**src/rtl/pipe_regfile_if.sv**
```systemverilog
// Bundle for the scoreboarded register file: read ports, issue, write-back and cancel.
// The register-file side uses the slave modport; the core side uses master.
interface pipe_regfile_if #(
  parameter int unsigned DATA_W = 32,
  parameter int unsigned ADDR_W = 5
);
  logic [ADDR_W-1:0] rs_addr;
  logic [ADDR_W-1:0] rt_addr;
  logic [DATA_W-1:0] rs_data;
  logic [DATA_W-1:0] rt_data;
  logic              rs_busy;
  logic              rt_busy;
  logic              iss_valid;
  logic [ADDR_W-1:0] iss_rd;
  logic              iss_ready;
  logic              wb_valid;
  logic [ADDR_W-1:0] wb_addr;
  logic [DATA_W-1:0] wb_data;
  logic              cnl_valid;
  logic [ADDR_W-1:0] cnl_rd;
  logic              err_underflow;

  modport master (
    output rs_addr, rt_addr, iss_valid, iss_rd, wb_valid, wb_addr, wb_data, cnl_valid, cnl_rd,
    input  rs_data, rt_data, rs_busy, rt_busy, iss_ready, err_underflow
  );

  modport slave (
    input  rs_addr, rt_addr, iss_valid, iss_rd, wb_valid, wb_addr, wb_data, cnl_valid, cnl_rd,
    output rs_data, rt_data, rs_busy, rt_busy, iss_ready, err_underflow
  );
endinterface

```
**src/rtl/pipe_regfile.sv**
```systemverilog
// Two-read/one-write register file with a per-register pending-write scoreboard.
// Define RF_BYPASS_EN to forward same-cycle write-back data and retire onto the read ports.
module pipe_regfile #(
  parameter int unsigned DATA_W   = 32,
  parameter int unsigned ADDR_W   = 5,
  parameter int unsigned CNT_W    = 2,
  parameter int unsigned ZERO_REG = 1
) (
  input logic              clk,
  input logic              rst_n,
  pipe_regfile_if.slave    rf
);
  localparam int unsigned Depth = 2 ** ADDR_W;
  localparam logic [CNT_W-1:0] CntMax = '1;

  logic [DATA_W-1:0] regs_q [Depth];
  logic [DATA_W-1:0] regs_d [Depth];
  logic [CNT_W-1:0]  pend_q [Depth];
  logic [CNT_W-1:0]  pend_d [Depth];
  logic              err_q, err_d;
  logic              iss_ready;

  function automatic logic is_zero(input logic [ADDR_W-1:0] a);
    return (ZERO_REG != 0) && (a == '0);
  endfunction

  assign iss_ready = (pend_q[rf.iss_rd] != CntMax) || is_zero(rf.iss_rd);
  assign rf.iss_ready = iss_ready;
  assign rf.err_underflow = err_q;

`ifdef RF_BYPASS_EN
  logic rs_hit, rt_hit;
  assign rs_hit = rf.wb_valid && (rf.wb_addr == rf.rs_addr) && !is_zero(rf.rs_addr);
  assign rt_hit = rf.wb_valid && (rf.wb_addr == rf.rt_addr) && !is_zero(rf.rt_addr);
  assign rf.rs_data = is_zero(rf.rs_addr) ? '0 : (rs_hit ? rf.wb_data : regs_q[rf.rs_addr]);
  assign rf.rt_data = is_zero(rf.rt_addr) ? '0 : (rt_hit ? rf.wb_data : regs_q[rf.rt_addr]);
  // Busy sees the count after this cycle's retire; a count of 0 with a hit stays not-busy.
  assign rf.rs_busy = pend_q[rf.rs_addr] > CNT_W'(rs_hit);
  assign rf.rt_busy = pend_q[rf.rt_addr] > CNT_W'(rt_hit);
`else
  assign rf.rs_data = is_zero(rf.rs_addr) ? '0 : regs_q[rf.rs_addr];
  assign rf.rt_data = is_zero(rf.rt_addr) ? '0 : regs_q[rf.rt_addr];
  assign rf.rs_busy = pend_q[rf.rs_addr] != '0;
  assign rf.rt_busy = pend_q[rf.rt_addr] != '0;
`endif

  always_comb begin
    regs_d = regs_q;
    if (rf.wb_valid && !is_zero(rf.wb_addr)) begin
      regs_d[rf.wb_addr] = rf.wb_data;
    end
  end

  logic [ADDR_W-1:0] ra;
  logic              inc;
  logic [1:0]        dec;
  logic [CNT_W:0]    sum;

  always_comb begin
    pend_d = pend_q;
    err_d  = err_q;
    ra     = '0;
    inc    = 1'b0;
    dec    = '0;
    sum    = '0;
    for (int unsigned r = 0; r < Depth; r++) begin
      ra  = ADDR_W'(r);
      inc = rf.iss_valid && iss_ready && (rf.iss_rd == ra);
      dec = {1'b0, rf.wb_valid && (rf.wb_addr == ra)} + {1'b0, rf.cnl_valid && (rf.cnl_rd == ra)};
      // The issue is counted before any retire/cancel, so it can absorb one decrement.
      sum = {1'b0, pend_q[r]} + {{CNT_W{1'b0}}, inc};
      if (is_zero(ra)) begin
        pend_d[r] = '0;
      end else if (sum < (CNT_W + 1)'(dec)) begin
        pend_d[r] = '0;
        err_d     = 1'b1;
      end else begin
        pend_d[r] = CNT_W'(sum - (CNT_W + 1)'(dec));
      end
    end
  end

  always_ff @(posedge clk or negedge rst_n) begin
    if (!rst_n) begin
      for (int unsigned i = 0; i < Depth; i++) begin
        regs_q[i] <= '0;
        pend_q[i] <= '0;
      end
      err_q <= 1'b0;
    end else begin
      regs_q <= regs_d;
      pend_q <= pend_d;
      err_q  <= err_d;
    end
  end
endmodule
```
**src/flat_wrapper.sv**
```systemverilog
// flat-port wrapper written by rule: the top's interface ports become plain ports
module pipe_regfile_flat 
#(
  parameter int unsigned DATA_W   = 32,
  parameter int unsigned ADDR_W   = 5,
  parameter int unsigned CNT_W    = 2,
  parameter int unsigned ZERO_REG = 1
)
  (clk, rst_n, rf_rs_addr, rf_rt_addr, rf_iss_valid, rf_iss_rd, rf_wb_valid, rf_wb_addr, rf_wb_data, rf_cnl_valid, rf_cnl_rd, rf_rs_data, rf_rt_data, rf_rs_busy, rf_rt_busy, rf_iss_ready, rf_err_underflow);
  pipe_regfile_if #(.DATA_W(DATA_W), .ADDR_W(ADDR_W)) rf_i ();
  input logic clk;
  input logic rst_n;
  input wire logic [$bits(rf_i.rs_addr)-1:0] rf_rs_addr;
  input wire logic [$bits(rf_i.rt_addr)-1:0] rf_rt_addr;
  input wire logic [$bits(rf_i.iss_valid)-1:0] rf_iss_valid;
  input wire logic [$bits(rf_i.iss_rd)-1:0] rf_iss_rd;
  input wire logic [$bits(rf_i.wb_valid)-1:0] rf_wb_valid;
  input wire logic [$bits(rf_i.wb_addr)-1:0] rf_wb_addr;
  input wire logic [$bits(rf_i.wb_data)-1:0] rf_wb_data;
  input wire logic [$bits(rf_i.cnl_valid)-1:0] rf_cnl_valid;
  input wire logic [$bits(rf_i.cnl_rd)-1:0] rf_cnl_rd;
  output wire logic [$bits(rf_i.rs_data)-1:0] rf_rs_data;
  output wire logic [$bits(rf_i.rt_data)-1:0] rf_rt_data;
  output wire logic [$bits(rf_i.rs_busy)-1:0] rf_rs_busy;
  output wire logic [$bits(rf_i.rt_busy)-1:0] rf_rt_busy;
  output wire logic [$bits(rf_i.iss_ready)-1:0] rf_iss_ready;
  output wire logic [$bits(rf_i.err_underflow)-1:0] rf_err_underflow;
  assign rf_i.rs_addr = rf_rs_addr;
  assign rf_i.rt_addr = rf_rt_addr;
  assign rf_i.iss_valid = rf_iss_valid;
  assign rf_i.iss_rd = rf_iss_rd;
  assign rf_i.wb_valid = rf_wb_valid;
  assign rf_i.wb_addr = rf_wb_addr;
  assign rf_i.wb_data = rf_wb_data;
  assign rf_i.cnl_valid = rf_cnl_valid;
  assign rf_i.cnl_rd = rf_cnl_rd;
  assign rf_rs_data = rf_i.rs_data;
  assign rf_rt_data = rf_i.rt_data;
  assign rf_rs_busy = rf_i.rs_busy;
  assign rf_rt_busy = rf_i.rt_busy;
  assign rf_iss_ready = rf_i.iss_ready;
  assign rf_err_underflow = rf_i.err_underflow;
  pipe_regfile #(.DATA_W(DATA_W), .ADDR_W(ADDR_W), .CNT_W(CNT_W), .ZERO_REG(ZERO_REG)) u_core (.clk(clk), .rst_n(rst_n), .rf(rf_i));
endmodule
```
**config.mk**
```make
export PLATFORM = sky130hd
export DESIGN_NAME = pipe_regfile_flat
export DESIGN_NICKNAME = d
export VERILOG_FILES = /design/src/rtl/pipe_regfile_if.sv /design/src/rtl/pipe_regfile.sv /design/src/flat_wrapper.sv
export SDC_FILE = /design/constraint.sdc
export NUM_CORES = 2
export LEC_CHECK = 0
export CORE_ASPECT_RATIO = 0.5
export CORE_MARGIN = 1.5
export CORE_UTILIZATION = 61
export DETAILED_ROUTE_END_ITERATION = 8
export DONT_BUFFER_PORTS = 1
export PLACE_DENSITY = 0.77
export SYNTH_ARGS = -nofsm -noshare
export SYNTH_HDL_FRONTEND = slang
export SYNTH_SLANG_ARGS = --single-unit
```
**constraint.sdc**
```tcl
create_clock -name clk -period 9.9 [get_ports clk]
set_input_delay 0.99 -clock clk [delete_from_list [all_inputs] [get_ports clk]]
set_output_delay 0.99 -clock clk [all_outputs]
set_load 0.05 [all_outputs]
```
# Word level (Yosys, flattened, before mapping)
# Index checks and enable logic that the tools add are counted.
dict set report word_totals {
  regBits 1087
  out_inout_bits 68
  wordCells 478
  in_bits 62
}
dict set report op_classes {
  reduce_logical 105
  add_sub_neg 93
  order_cmp 36
  bitwise_logic 4
  n_eq_ne 94
  mux 82
}
# cell n
set ops {}
lappend ops {{1024-bit bitwise mux} 1}
lappend ops {{32-bit binary-select mux with 5-bit select} 2}
lappend ops {{5-bit == test (second input constant)} 48}
lappend ops {{32-bit two-way mux} 7}
lappend ops {{32-bit demux with 5-bit select} 1}
lappend ops {{5-bit by 4-bit == test with 1-bit output (second input constant)} 24}
lappend ops {{1-bit logical AND} 96}
lappend ops {{2-bit by 1-bit adder with 3-bit output} 31}
lappend ops {{3-bit by 2-bit less-than comparator with 1-bit output} 31}
lappend ops {{2-bit two-way mux} 37}
lappend ops {{1-bit by 1-bit adder with 2-bit output} 31}
lappend ops {{2-bit subtractor} 31}
lappend ops {{5-bit by 3-bit == test with 1-bit output (second input constant)} 12}
lappend ops {{1-bit two-way mux} 31}
lappend ops {{31-bit nonzero test} 1}
lappend ops {{2-bit binary-select mux with 5-bit select} 3}
lappend ops {{5-bit by 2-bit == test with 1-bit output (second input constant)} 6}
lappend ops {{6-bit greater-or-equal comparator (second input constant)} 4}
lappend ops {{5-bit NOT with 6-bit output} 4}
lappend ops {{5-bit zero test} 4}
lappend ops {{5-bit by 1-bit == test with 1-bit output (second input constant)} 3}
lappend ops {{6-bit by 1-bit less-than comparator with 1-bit output (second input constant)} 1}
lappend ops {{2-bit nonzero test} 2}
lappend ops {{2-bit != test (second input constant)} 1}
lappend ops {{2 further kinds} 2}

# Longest topological paths before layout
dict set report depth {
  depth_word 41
  ltp_mapped 17
  depth_no_buf 13
}

# Worst setup path after synthesis
# OpenSTA, ideal clock, no wires.
dict set report synth_timing {
  kind {in2reg}
  startpoint {input port rf_iss_rd[1]}
  endpoint {register u_core.err_q (netlist: u_core.rf.err_underflow)}
  setup_slack_ns 5.346
  required_ns 9.764
  path_stages 15
  setup_time_ns 0.136
  t_arrival_ns 4.418
  n_path_buf 3
  path_cell_list {buf_6 -> buf_8 -> and3_1 -> mux4_2 -> a22o_4 -> buf_6 -> nor4_1 -> ha_1 -> inv_1 -> fa_1 -> or3_1 -> a22o_1 -> a221o_1 -> nor4_1 -> nand3_1}
}
dict set report synth_between {
  elab_chain_len 40
  elab_cells_between_ends 163
  cone_classes {add/sub (31); order compare (31); eq/ne (32); mux (33); bitwise (1); reduce/logical (35)}
}
# element line
set synth_rtl {}
lappend synth_rtl {{from (decl)} flat_wrapper.sv:16} ;# input wire logic [$bits(rf_i.iss_rd)-1:0] rf_iss_rd;
lappend synth_rtl {{5-bit NOT with 6-bit output (implied by the code)} pipe_regfile.sv:27} ;# assign iss_ready = (pend_q[rf.iss_rd] != CntMax) || is_zero(rf.iss_rd);
lappend synth_rtl {{2-bit binary-select mux with 5-bit select} pipe_regfile.sv:27}
lappend synth_rtl {{2-bit two-way mux (implied by the code) (2 in a row)} pipe_regfile.sv:27}
lappend synth_rtl {{2-bit != test} pipe_regfile.sv:27}
lappend synth_rtl {{1-bit logical OR} pipe_regfile.sv:27}
lappend synth_rtl {{1-bit logical AND} -}
lappend synth_rtl {{1-bit logical AND} pipe_regfile.sv:68} ;# inc = rf.iss_valid && iss_ready && (rf.iss_rd == ra);
lappend synth_rtl {{2-bit by 1-bit adder with 3-bit output} pipe_regfile.sv:71} ;# sum = {1'b0, pend_q[r]} + {{CNT_W{1'b0}}, inc};
lappend synth_rtl {{3-bit by 2-bit less-than comparator with 1-bit output} pipe_regfile.sv:74} ;# end else if (sum < (CNT_W + 1)'(dec)) begin
lappend synth_rtl {{1-bit two-way mux (30 in a row)} pipe_regfile.sv:74}
lappend synth_rtl {{to (signal assigned)} pipe_regfile.sv:93} ;# err_q <= err_d;
lappend synth_rtl {{to (decl)} pipe_regfile.sv:20} ;# logic err_q, err_d;
# Parallel ways exist; a longest one is shown, timed or not. The select of a mux whose other input is x is not followed.
# A chain may end at the register's enable or synchronous reset.

# Worst setup path in the final report
dict set report layout_timing {
  startpoint {input port rf_rt_addr[0]}
  endpoint {output port rf_rt_data[12]}
}
dict set report layout_between {
  elab_chain_len 5
  elab_cells_between_ends 6
  cone_classes {mux (4); bitwise (1); reduce/logical (1)}
}
# element line
set layout_rtl {}
lappend layout_rtl {{from (decl)} flat_wrapper.sv:14} ;# input wire logic [$bits(rf_i.rt_addr)-1:0] rf_rt_addr;
lappend layout_rtl {{5-bit NOT with 6-bit output (implied by the code)} pipe_regfile.sv:42} ;# assign rf.rt_data = is_zero(rf.rt_addr) ? '0 : regs_q[rf.rt_addr];
lappend layout_rtl {{32-bit binary-select mux with 5-bit select} pipe_regfile.sv:42}
lappend layout_rtl {{32-bit two-way mux (implied by the code) (2 in a row)} pipe_regfile.sv:42}
lappend layout_rtl {{32-bit two-way mux (*)} pipe_regfile.sv:42}
lappend layout_rtl {{to (decl)} flat_wrapper.sv:23} ;# output wire logic [$bits(rf_i.rt_data)-1:0] rf_rt_data;
# Mark *: on every way between the ends. The rest lies on a longest branch, timed or not. The select of a mux whose other input is x is not followed.

==> results.txt <==
* HPWL after detailed placement: just under 100000 um
- Register-to-register path setup slack: 5500 ps
- Total count of max-transition violations in the final report: 172
- Actual slew at the worst max-slew pin: 2290 ps
* Failing checks: max-slew violations
- Cell depth of the worst flop-to-flop path: 13
* Post-cts resize count: 0
- The share of synthesized area in the top cell type comes to 0.447.
* TritonCTS buffer count: just under 100
* Type of the worst min-delay path: input port to asynchronous set/reset pin
* Crit path time final: 5360 ps
* Static power due to leakage: ~30 nW
- The number of hold buffers added after CTS was 1.
- The number of antenna diodes in the final layout is 0.
* Run status: complete, but fails checks
- Yosys synthesis warning count: 0
- Cell area after synthesis: 0.0609 mm^2
- Antenna-violating nets left: 0
- Insertion delay to the later sink of the worst-skew pair: around 700 ps
- Counting flops and latches in the post-synthesis netlist gives roughly 1100.
- CTS H-tree lvls: 3
- Synthesis produced 4806 cells.
* Initial detailed-routing violation count: 5672
* Final setup fails: 0
- R2r endpoint: u_core.rf.err_underflow
- Summed area of non-filler cells in the final layout: about 0.065 mm^2
* WHS: 204 ps
- Share of synthesized area occupied by flip-flops and latches: 0.447
- Number of maximum-capacitance constraint violations: 0
- Area growth from synthesis to layout: 6.61%
- On the final layout, the worst clock skew is approximately 13 ps.
* Worst-path fanout max: 267
* Total grt overflow: 0
* Number of standard cells in the layout, taps in and fillers out: a little under 6000
- Start of the worst register-to-register path: u_core.pend_q[13]
- Summing over every cut layer, the via total after detailed routing is 41800.
* Upper clock frequency limit: ~190 MHz
* List of most frequent post-synthesis cells: sky130_fd_sc_hd__nand2_1 (1189), sky130_fd_sc_hd__dfrtp_1 (1087), sky130_fd_sc_hd__mux2_2 (737), sky130_fd_sc_hd__mux4_2 (593), sky130_fd_sc_hd__clkbuf_1 (257)
- The via count of the first global-routing pass came to 42900.
* Final standard cell utilization of the core: 0.660
- CTS root buffer: sky130_fd_sc_hd__clkbuf_16
- During I/O placement, the number of pins put on the boundary was 130.
* Vias per cell: 7.04
- Core Area: 0.0983 mm^2
- Registers take about 0.027 mm^2.
- Die height: ~230 um
- Final estimated routing congestion in global placement: 0.911
- Summed over all layers, the routed wires come to 181000 um.
* Type of element capturing the critical path: output port
- Power density normalized to cell area: around 200 mW/mm^2
- Multi-input combinational cell area: 0.0315 mm^2
- By area the synthesized netlist is led by sky130_fd_sc_hd__dfrtp_1 (45%), sky130_fd_sc_hd__mux4_2 (22%), sky130_fd_sc_hd__mux2_2 (14%).
* Met3 usage: 0.102
- For the worst setup path, the data required time is around 9000 ps.
- Buffers added to address setup during post-CTS repair amount to 0.
- VDD sags by at most 0.135 mV.
* Wire length of the first global-routing pass: roughly 270000 um
- Among all cell types in the netlist, the one instantiated most often is sky130_fd_sc_hd__nand2_1.
* Starting density of the core: 0.619
- The clock passes through at most 3 buffers.
- Met2 Use GR: 0.558
- In the finished design, the share of the clock period the worst path needs comes to 0.541.
- Layout filler cell count: 6814
- Kind of start point of the critical path: input port
* Syn nets: 5023
* Clock tree from TritonCTS: yes
* Global-route total usage across every layer: 0.361
- Data arrives at the worst endpoint at roughly 4400 ps.
* Rel. slew slack: -0.526
- Clock-pin slew was measured on the worst setup and hold paths at 60 ps.
* Total Die Area: a little over 0.1 mm^2
* Net count, final: 4745
- Number of distinct standard cells referenced by the synthesized netlist: 53
- For this run, asynchronously set or reset flops after synthesis account for 1.00.
* Placed inst area: 0.0614 mm^2
- Pin count of the biggest net entering global routing: 272
- Of the cells placed in the final design, the portion with a size suffix greater than 1 is 0.354.
* Area leader, netlist: sky130_fd_sc_hd__dfrtp_1
- Final setup TNS: 0 ps
* Number of instances in the placed design: roughly 5800
* Clock Sink Count: 1087
- The number of antenna violations at the first check in global routing came to 4.
* GRT Max-Usage Layer: met2
* DR pass1 iterations: 8
* Global Route met1 Usage: 0.483
- For this run, the leading register cell type out of synthesis is sky130_fd_sc_hd__dfrtp_1.
- Die Span X: 450 um
- Setup repair after global routing left no endpoint under its margin.
- The worst setup path is of the input port to output port kind.
- The number of hold violations in the final report was 0.
- FP Rows: a little over 80
- A synthesized cell averages 12.7 um^2.
- Count of input and output buffers: 0
- Average routed wire per standard cell: 30.5 um
- Remaining design rule violation count: 0
* Number of enable flip-flop cells after synthesis: 0
-- per-layer routing --
metal | routed length [um] | vias up
li1 | - | 16700
met1 | 67300 | 21900
met2 | 83100 | 2703
met3 | 21400 | 559
met4 | 8890 | 8
met5 | 50 | -
-- where the power goes --
part | internal (mW) | leakage, nW | total [mW] | switching (mW)
logic | 1.59 | 13.6 | 2.74 | 1.15
registers | 5.28 | 14.0 | 5.95 | 0.666
clock network | 2.33 | 1.68 | 4.13 | 1.79
total | 9.20 | 29.3 | 12.8 | 3.61
-- critical path, cell delays in order --
cell and delay (ps):
sky130_fd_sc_hd__mux4_2 1250, sky130_fd_sc_hd__mux4_2 480, sky130_fd_sc_hd__nor2_1 100, sky130_fd_sc_hd__a31oi_1 160
sky130_fd_sc_hd__buf_4 350
-- cell type report --
type / count / area share
Multi-Input combinational cell: 3158 / 0.486
Sequential cell: 1087 / 0.419
Clock buffer: 130 / 0.0426
Tap cell: 1328 / 0.0256
Timing Repair Buffer: 73 / 0.0107
Clock inverter: 46 / 0.0101
Inverter: 111 / 0.00642
-- cells by family after synthesis --
logic type	share of synthesized area
AND/OR/NAND/NOR	0.0954
multiplexers	0.359
flip-flops	0.447
buffers and inverters	0.0395
AO/OA/AOI/OAI	0.0190
adder cells (fa/ha/maj)	0.0357
XOR/XNOR	0.00446
-- sequential cells by signal, indices dropped and copies added, names as in the netlist --
| signal | count |
|---|---|
| u_core.pend_q | 62 |
| u_core.regs_q | 1024 |
| u_core.rf.err_underflow | 1 |
-- worst max-delay path by stage --
stage | startpoint | slack [ps] | to | cells past startpoint
floorplan | rf_iss_rd[1] | 5350 | u_core.rf.err_underflow | 15
global placement | rf_wb_addr[0] | 4790 | u_core.rf.err_underflow | 11
detailed placement | rf_wb_addr[2] | 4660 | u_core.rf.err_underflow | 11
CTS | rf_wb_addr[2] | 5390 | u_core.rf.err_underflow | 11
global route | rf_wb_addr[2] | 5190 | u_core.rf.err_underflow | 11
finish | rf_rt_addr[0] | 4540 | rf_rt_data[12] | 5
-- through the flow --
step                setup slack [ps]  total power [mW]
floorplan                       5350              8.10
CTS                             5390              12.8
finish                          4540              12.8
global route                    5190              13.3
global placement                4790              8.47
detailed placement              4660              8.68
-- layout by cell type, fill, tap and decap left out, types with 6 or more instances in the layout --
cell type                    synthesis  final
sky130_fd_sc_hd__o31a_1              7      7
sky130_fd_sc_hd__nor4_1             16     16
sky130_fd_sc_hd__a21oi_1            28     28
sky130_fd_sc_hd__a22oi_1            63     63
sky130_fd_sc_hd__inv_2               1     12
sky130_fd_sc_hd__a31oi_2             0      9
sky130_fd_sc_hd__o21ai_0             8      8
sky130_fd_sc_hd__ha_1              124    124
sky130_fd_sc_hd__mux2_2            737    737
sky130_fd_sc_hd__nor2_4              0     16
sky130_fd_sc_hd__or3_1              27     27
sky130_fd_sc_hd__clkbuf_8            0     17
sky130_fd_sc_hd__nor3_1             29     27
sky130_fd_sc_hd__nor2_1            148    136
sky130_fd_sc_hd__mux4_2            593    593
sky130_fd_sc_hd__nand3_1            14     14
sky130_fd_sc_hd__buf_16              0      7
sky130_fd_sc_hd__fa_1               31     31
sky130_fd_sc_hd__buf_4              17     65
sky130_fd_sc_hd__a22o_1              7      7
sky130_fd_sc_hd__inv_1             110     99
sky130_fd_sc_hd__xnor2_1            31     31
sky130_fd_sc_hd__dfrtp_1          1087   1087
sky130_fd_sc_hd__clkinvlp_4          0      6
sky130_fd_sc_hd__clkbuf_1          257     14
sky130_fd_sc_hd__clkbuf_16           0     99
sky130_fd_sc_hd__nand2_1          1189   1174
sky130_fd_sc_hd__a31oi_1            33     24
sky130_fd_sc_hd__clkinv_2            0     23
sky130_fd_sc_hd__nand2_2             0     15
sky130_fd_sc_hd__nand2b_1           11     11
sky130_fd_sc_hd__bufinv_16           0     14
sky130_fd_sc_hd__mux4_1              6      6
No activity file was read; power rests on OpenSTA's default activity.
